### src/rtl/tick_rate_scheduler_if.sv
// rtl/tick_rate_scheduler_if.sv - rate-request valid/ready handshake between mode-select logic and the scheduler
interface tick_rate_scheduler_if;
    logic [7:0] selector;
    logic       sel_valid;
    logic       sel_ready;

    modport master (
        output selector,
        output sel_valid,
        input  sel_ready
    );

    modport slave (
        input  selector,
        input  sel_valid,
        output sel_ready
    );
endinterface

### src/rtl/tick_rate_scheduler.sv
// rtl/tick_rate_scheduler.sv - run/stop and rate-switching controller for the selectable slow-clock divider
// TICK_SCHED_SYNC_SWITCH_EN: defer rate switches to the next half-period boundary via a PEND state
module tick_rate_scheduler #(
    parameter int HALF_FAST = 10000,
    parameter int HALF_MID  = 25000000,
    parameter int HALF_SLOW = 50000000,
    parameter int CNT_W     = 26
) (
    input  logic                       clkin,
    input  logic                       rst,
    tick_rate_scheduler_if.slave       sel,
    input  logic                       start,
    input  logic                       stop,
    output logic                       clkout,
    output logic                       tick,
    output logic [1:0]                 rate,
    output logic                       busy
);

    localparam logic [CNT_W-1:0] TC_FAST = CNT_W'(HALF_FAST - 1);
    localparam logic [CNT_W-1:0] TC_MID  = CNT_W'(HALF_MID - 1);
    localparam logic [CNT_W-1:0] TC_SLOW = CNT_W'(HALF_SLOW - 1);

`ifdef TICK_SCHED_SYNC_SWITCH_EN
    typedef enum logic [1:0] {IDLE = 2'd0, RUN = 2'd1, PEND = 2'd2} state_t;
`else
    typedef enum logic [1:0] {IDLE = 2'd0, RUN = 2'd1} state_t;
`endif

    state_t           state_q, state_d;
    logic [CNT_W-1:0] cnt_q, cnt_d;
    logic             clk_q, clk_d;
    logic             tick_q, tick_d;
    logic [1:0]       rate_q, rate_d;
`ifdef TICK_SCHED_SYNC_SWITCH_EN
    logic [1:0]       pend_q, pend_d;
`endif

    logic       accept;
    logic       tc;
    logic [1:0] req_rate;

    function automatic logic [1:0] decode_rate(input logic [7:0] code);
        case (code)
            8'd16:   decode_rate = 2'd1;
            8'd48:   decode_rate = 2'd2;
            default: decode_rate = 2'd0;
        endcase
    endfunction

    function automatic logic [CNT_W-1:0] term_of(input logic [1:0] r);
        case (r)
            2'd1:    term_of = TC_MID;
            2'd2:    term_of = TC_SLOW;
            default: term_of = TC_FAST;
        endcase
    endfunction

`ifdef TICK_SCHED_SYNC_SWITCH_EN
    assign sel.sel_ready = (state_q != PEND);
`else
    assign sel.sel_ready = 1'b1;
`endif

    assign accept   = sel.sel_valid && sel.sel_ready;
    assign req_rate = decode_rate(sel.selector);
    assign tc       = (cnt_q == term_of(rate_q));

    always_ff @(posedge clkin) begin
        if (rst) begin
            state_q <= IDLE;
            cnt_q   <= '0;
            clk_q   <= 1'b0;
            tick_q  <= 1'b0;
            rate_q  <= 2'd0;
`ifdef TICK_SCHED_SYNC_SWITCH_EN
            pend_q  <= 2'd0;
`endif
        end else begin
            state_q <= state_d;
            cnt_q   <= cnt_d;
            clk_q   <= clk_d;
            tick_q  <= tick_d;
            rate_q  <= rate_d;
`ifdef TICK_SCHED_SYNC_SWITCH_EN
            pend_q  <= pend_d;
`endif
        end
    end

    always_comb begin
        state_d = state_q;
        cnt_d   = cnt_q;
        clk_d   = clk_q;
        tick_d  = 1'b0;
        rate_d  = rate_q;
`ifdef TICK_SCHED_SYNC_SWITCH_EN
        pend_d  = pend_q;
`endif
        case (state_q)
            IDLE: begin
                cnt_d = '0;
                clk_d = 1'b0;
                if (accept) begin
                    rate_d = req_rate;
                end
                if (start && !stop) begin
                    state_d = RUN;
                end
            end
            RUN: begin
                if (stop) begin
                    state_d = IDLE;
                    cnt_d   = '0;
                    clk_d   = 1'b0;
                end else begin
                    if (tc) begin
                        cnt_d  = '0;
                        clk_d  = ~clk_q;
                        tick_d = 1'b1;
                    end else begin
                        cnt_d = cnt_q + CNT_W'(1);
                    end
                    if (accept && (req_rate != rate_q)) begin
`ifdef TICK_SCHED_SYNC_SWITCH_EN
                        // A coincident boundary still toggles at the old rate; the switch waits for the next one.
                        pend_d  = req_rate;
                        state_d = PEND;
`else
                        rate_d = req_rate;
                        cnt_d  = '0;
                        clk_d  = clk_q;
                        tick_d = 1'b0;
`endif
                    end
                end
            end
`ifdef TICK_SCHED_SYNC_SWITCH_EN
            PEND: begin
                if (stop) begin
                    state_d = IDLE;
                    cnt_d   = '0;
                    clk_d   = 1'b0;
                    pend_d  = 2'd0;
                end else if (tc) begin
                    cnt_d   = '0;
                    clk_d   = ~clk_q;
                    tick_d  = 1'b1;
                    rate_d  = pend_q;
                    state_d = RUN;
                end else begin
                    cnt_d = cnt_q + CNT_W'(1);
                end
            end
`endif
            default: begin
                state_d = IDLE;
                cnt_d   = '0;
                clk_d   = 1'b0;
            end
        endcase
    end

    assign clkout = clk_q;
    assign tick   = tick_q;
    assign rate   = rate_q;
    assign busy   = (state_q != IDLE);

endmodule
### src/flat_wrapper.sv
// flat-port wrapper written by rule: the top's interface ports become plain ports
module tick_rate_scheduler_flat 
#(
    parameter int HALF_FAST = 10000,
    parameter int HALF_MID  = 25000000,
    parameter int HALF_SLOW = 50000000,
    parameter int CNT_W     = 26
)
  (clkin, rst, start, stop, clkout, tick, rate, busy, sel_selector, sel_sel_valid, sel_sel_ready);
  tick_rate_scheduler_if sel_i ();
  input  logic clkin;
  input  logic rst;
  input  logic start;
  input  logic stop;
  output logic clkout;
  output logic tick;
  output logic [1:0] rate;
  output logic busy;
  input wire logic [$bits(sel_i.selector)-1:0] sel_selector;
  input wire logic [$bits(sel_i.sel_valid)-1:0] sel_sel_valid;
  output wire logic [$bits(sel_i.sel_ready)-1:0] sel_sel_ready;
  assign sel_i.selector = sel_selector;
  assign sel_i.sel_valid = sel_sel_valid;
  assign sel_sel_ready = sel_i.sel_ready;
  tick_rate_scheduler #(.HALF_FAST(HALF_FAST), .HALF_MID(HALF_MID), .HALF_SLOW(HALF_SLOW), .CNT_W(CNT_W)) u_core (.clkin(clkin), .rst(rst), .sel(sel_i), .start(start), .stop(stop), .clkout(clkout), .tick(tick), .rate(rate), .busy(busy));
endmodule
### config.mk
export PLATFORM = sky130hd
export DESIGN_NAME = tick_rate_scheduler_flat
export DESIGN_NICKNAME = d
export VERILOG_FILES = /design/src/rtl/tick_rate_scheduler_if.sv /design/src/rtl/tick_rate_scheduler.sv /design/src/flat_wrapper.sv
export SDC_FILE = /design/constraint.sdc
export NUM_CORES = 1
export LEC_CHECK = 0
export ABC_CLOCK_PERIOD_IN_PS = 3400
export CAP_MARGIN = 20
export CORE_AREA = 2 2 73 75
export CTS_CLUSTER_SIZE = 8
export DETAILED_ROUTE_END_ITERATION = 8
export DIE_AREA = 0 0 75 77
export MAX_ROUTING_LAYER = met4
export PLACE_DENSITY = 0.54
export SKIP_CTS_REPAIR_TIMING = 1
export SLEW_MARGIN = 15
export SYNTH_ARGS = -nofsm -noshare
export SYNTH_HDL_FRONTEND = slang
export SYNTH_SLANG_ARGS = --single-unit
### constraint.sdc
create_clock -name clkin -period 3.4 [get_ports clkin]
set_clock_uncertainty 0.05 [all_clocks]
set_input_delay 1.02 -clock clkin [delete_from_list [all_inputs] [get_ports clkin]]
set_output_delay 1.02 -clock clkin [all_outputs]
set_load 0.05 [all_outputs]
==> impl_metrics.tcl <==
set metrics [dict create \
    fp.dieW_microns 75 \
    antenna_left 0 \
    outcome "finished clean" \
    core_area_sq_um 4980 \
    via_per_inst 4.91 \
    fill_cells 531 \
    syn-num-nets 200 \
    synth_xor_area_share_pct 13.6 \
    synth_top_family_by_area "simple AND/OR/NAND/NOR gates" \
    arrival_ns 1.59 \
    placedCellCount 267 \
    ys.flop_type "dfxtp_1" \
    swShare_pct 20.4 \
    synthSimpleGateAreaFrac_pct 36.0 \
    wl_microns 3280 \
    synth_warnings 0 \
    path_class "reg2out" \
    crit_chain "clkdlybuf4s50_1" \
    initial_core_util_pct 33.6 \
    clock_path_buffers 2 \
    power_frac_comb_pct 4.3 \
    worst_slew_pin_slew_ns 0.861 \
    leakage_nw 0.644 \
    antenna_found_initial 0 \
    final_common_cell "dfxtp_1" \
    hp-start "u_core.cnt_q[0]" \
    overflow 0 \
    p_int_w 0.000565 \
    ys_seq_area_share_pct 37.1 \
    synth-compound-area-share_pct 4.41 \
    p_seq_share_pct 51.3 \
    cp_max_fo 7 \
    crit_buf_inv 1 \
    io_pins 19 \
    clk_latency_ns 0.28 \
    setup_tns_ns 0 \
    place_congestion 0.716 \
    maxCapViolations 0 \
    synth_cell_type_count 44 \
    vias 1349 \
    final_hold_viol_count 0 \
    grt_pass1_vias 1231 \
    r2r-start "u_core.rate[0]" \
    min_period_ns 2.66 \
    crit_required_ns 2.33 \
    final_cell_count_no_fill 275 \
    grt_pass1_wl_microns 5760 \
    crit_slowest_cell "clkdlybuf4s50_1" \
    drive_gt1_share_pct 9.27 \
    fmax_mhz 376 \
    period_share_pct 78.2 \
    ys_seq_elements 31 \
    irDropWorstVdd_mv 0.229 \
    die-area_sq_um 5780 \
    dr.first_iter.drc_count 69 \
    final_nets 220 \
    cts_tree "done" \
    grt_max_degree 16 \
    rows 26 \
    netlist_area_sq_um 1670 \
    synthMuxAreaShare_pct 1.20 \
    grt_util_all_layers_pct 13.3 \
    mostFrequentLayoutCells "dfxtp_1 (31), nor3_1 (26), xor2_1 (20)" \
    die_h_microns 77 \
    p_sw_w 0.000145 \
    synth_async_sr_flop_share_pct 0 \
    worst_setup_path_start_kind "register" \
    first_pass_iters 4 \
    dp_hpwl_microns 2370 \
    syn2layout_area_growth_pct 18.6 \
    synth_fa_ha_area_share_pct 2.24 \
    rsz0062_at_grt "no" \
    port_buffers 17 \
    h-tree-depth 2 \
    p_clk_share_pct 44.4 \
    setup_viol 0 \
    cts.clk_slew.worst_paths_ns 0.06 \
    synth_edf_count 0 \
    cts-root-buf "clkbuf_8" \
    path_delay_family "buffers and inverters" \
    drc 0 \
    synthCells 184 \
    cts_buffers 5 \
    cp-startpoint "u_core.rate[0]" \
    avgSynthCellArea_sq_um 9.09 \
    diodes 0 \
    maxSlewHeadroom_pct 42.2 \
    max_stage_delay_ns 0.86 \
    endpoint_kind "output port" \
    min_path_type "reg2reg" \
    wl_per_cell_microns 11.9 \
    slew_violations 0 \
    cts_sinks 31 \
    powerDensity_nw_per_um2 358 \
    utilization_pct 39.9 \
]
[registers in the layout, summed over array words and instances, names as in the netlist]
register	cells
u_core.state_q	1
u_core.clkout	1
u_core.rate	2
u_core.cnt_q	26
u_core.tick	1
[routing by layer]
layer  track usage (%)  vias up  wire length (microns)
met3              3.55        6                    103
met4              5.36        0                     48
li1                  -      699                      -
met1              18.9      619                   1770
met5                 -        -                      0
met2              17.5       25                   1360
[power groups by stage]
stage	combinational, W	clock (W)	sequential (W)
finish	0.0000304	0.000315	0.000365
global route	0.0000325	0.000352	0.000364
floorplan	0.0000117	0	0.000375
CTS	0.0000306	0.000328	0.000365
global placement	0.0000305	0	0.000373
detailed placement	0.0000305	0	0.000373
[kinds of logic after synthesis]
family / after synthesis
simple gates: 99
xor+xnor: 26
other cells: 1
buf+inv: 11
mux: 2
fa+ha+maj: 3
compound gates: 11
flops: 31
[path summary, 6_finish.rpt]
kind                                    endpoint  slack [ns]  depth (start not counted)
worst max register to register  u_core.cnt_q[10]        0.86                          7
worst min register to register   u_core.cnt_q[0]        0.42                          1
worst max-delay path                     rate[0]        0.74                          1
worst min-delay path             u_core.cnt_q[0]        0.42                          1
[synthesized netlist by cell type, drive strengths merged (4+ instances only)]
library cell  count  area (sq um)
nor2              6          22.5
buf               8          76.3
nand4             7          43.8
nor3b             4          35.0
xor2             20           175
nand2            16          60.1
xnor2             6          52.6
nor4              4          46.3
dfxtp            31           621
nor3             29           160
nand3            13          65.1
[metrics by stage]
stage / total power [W] / setup WS [ns] / hold WS (ns) / area, sq um
floorplan: 0.000387 / 0.959 / 0.386 / 1670
global placement: 0.000403 / 0.484 / 0.410 / 1880
detailed placement: 0.000403 / 0.464 / 0.411 / 1880
CTS: 0.000723 / 0.734 / 0.421 / 1980
global route: 0.000749 / 0.622 / 0.450 / 1980
finish: 0.000711 / 0.741 / 0.422 / 1980
[cell type report]
type	count	area (sq um)	area share, %
tap	70	87.6	4.41
clock buffer	8	100	5.04
multi-input combinational	142	965	48.6
inverter	3	11.3	0.567
timing repair buffer	21	200	10.1
sequential	31	621	31.3
[worst reg2reg max path, delay by kind of cell, from the launching register on]
family	cells	cell delay [ns]
simple gates	3	1.01
flops	1	0.45
fa+ha+maj	1	0.37
buf+inv	2	0.34
compound gates	1	0.21
Note: power is estimated with default switching activity, not from simulation.
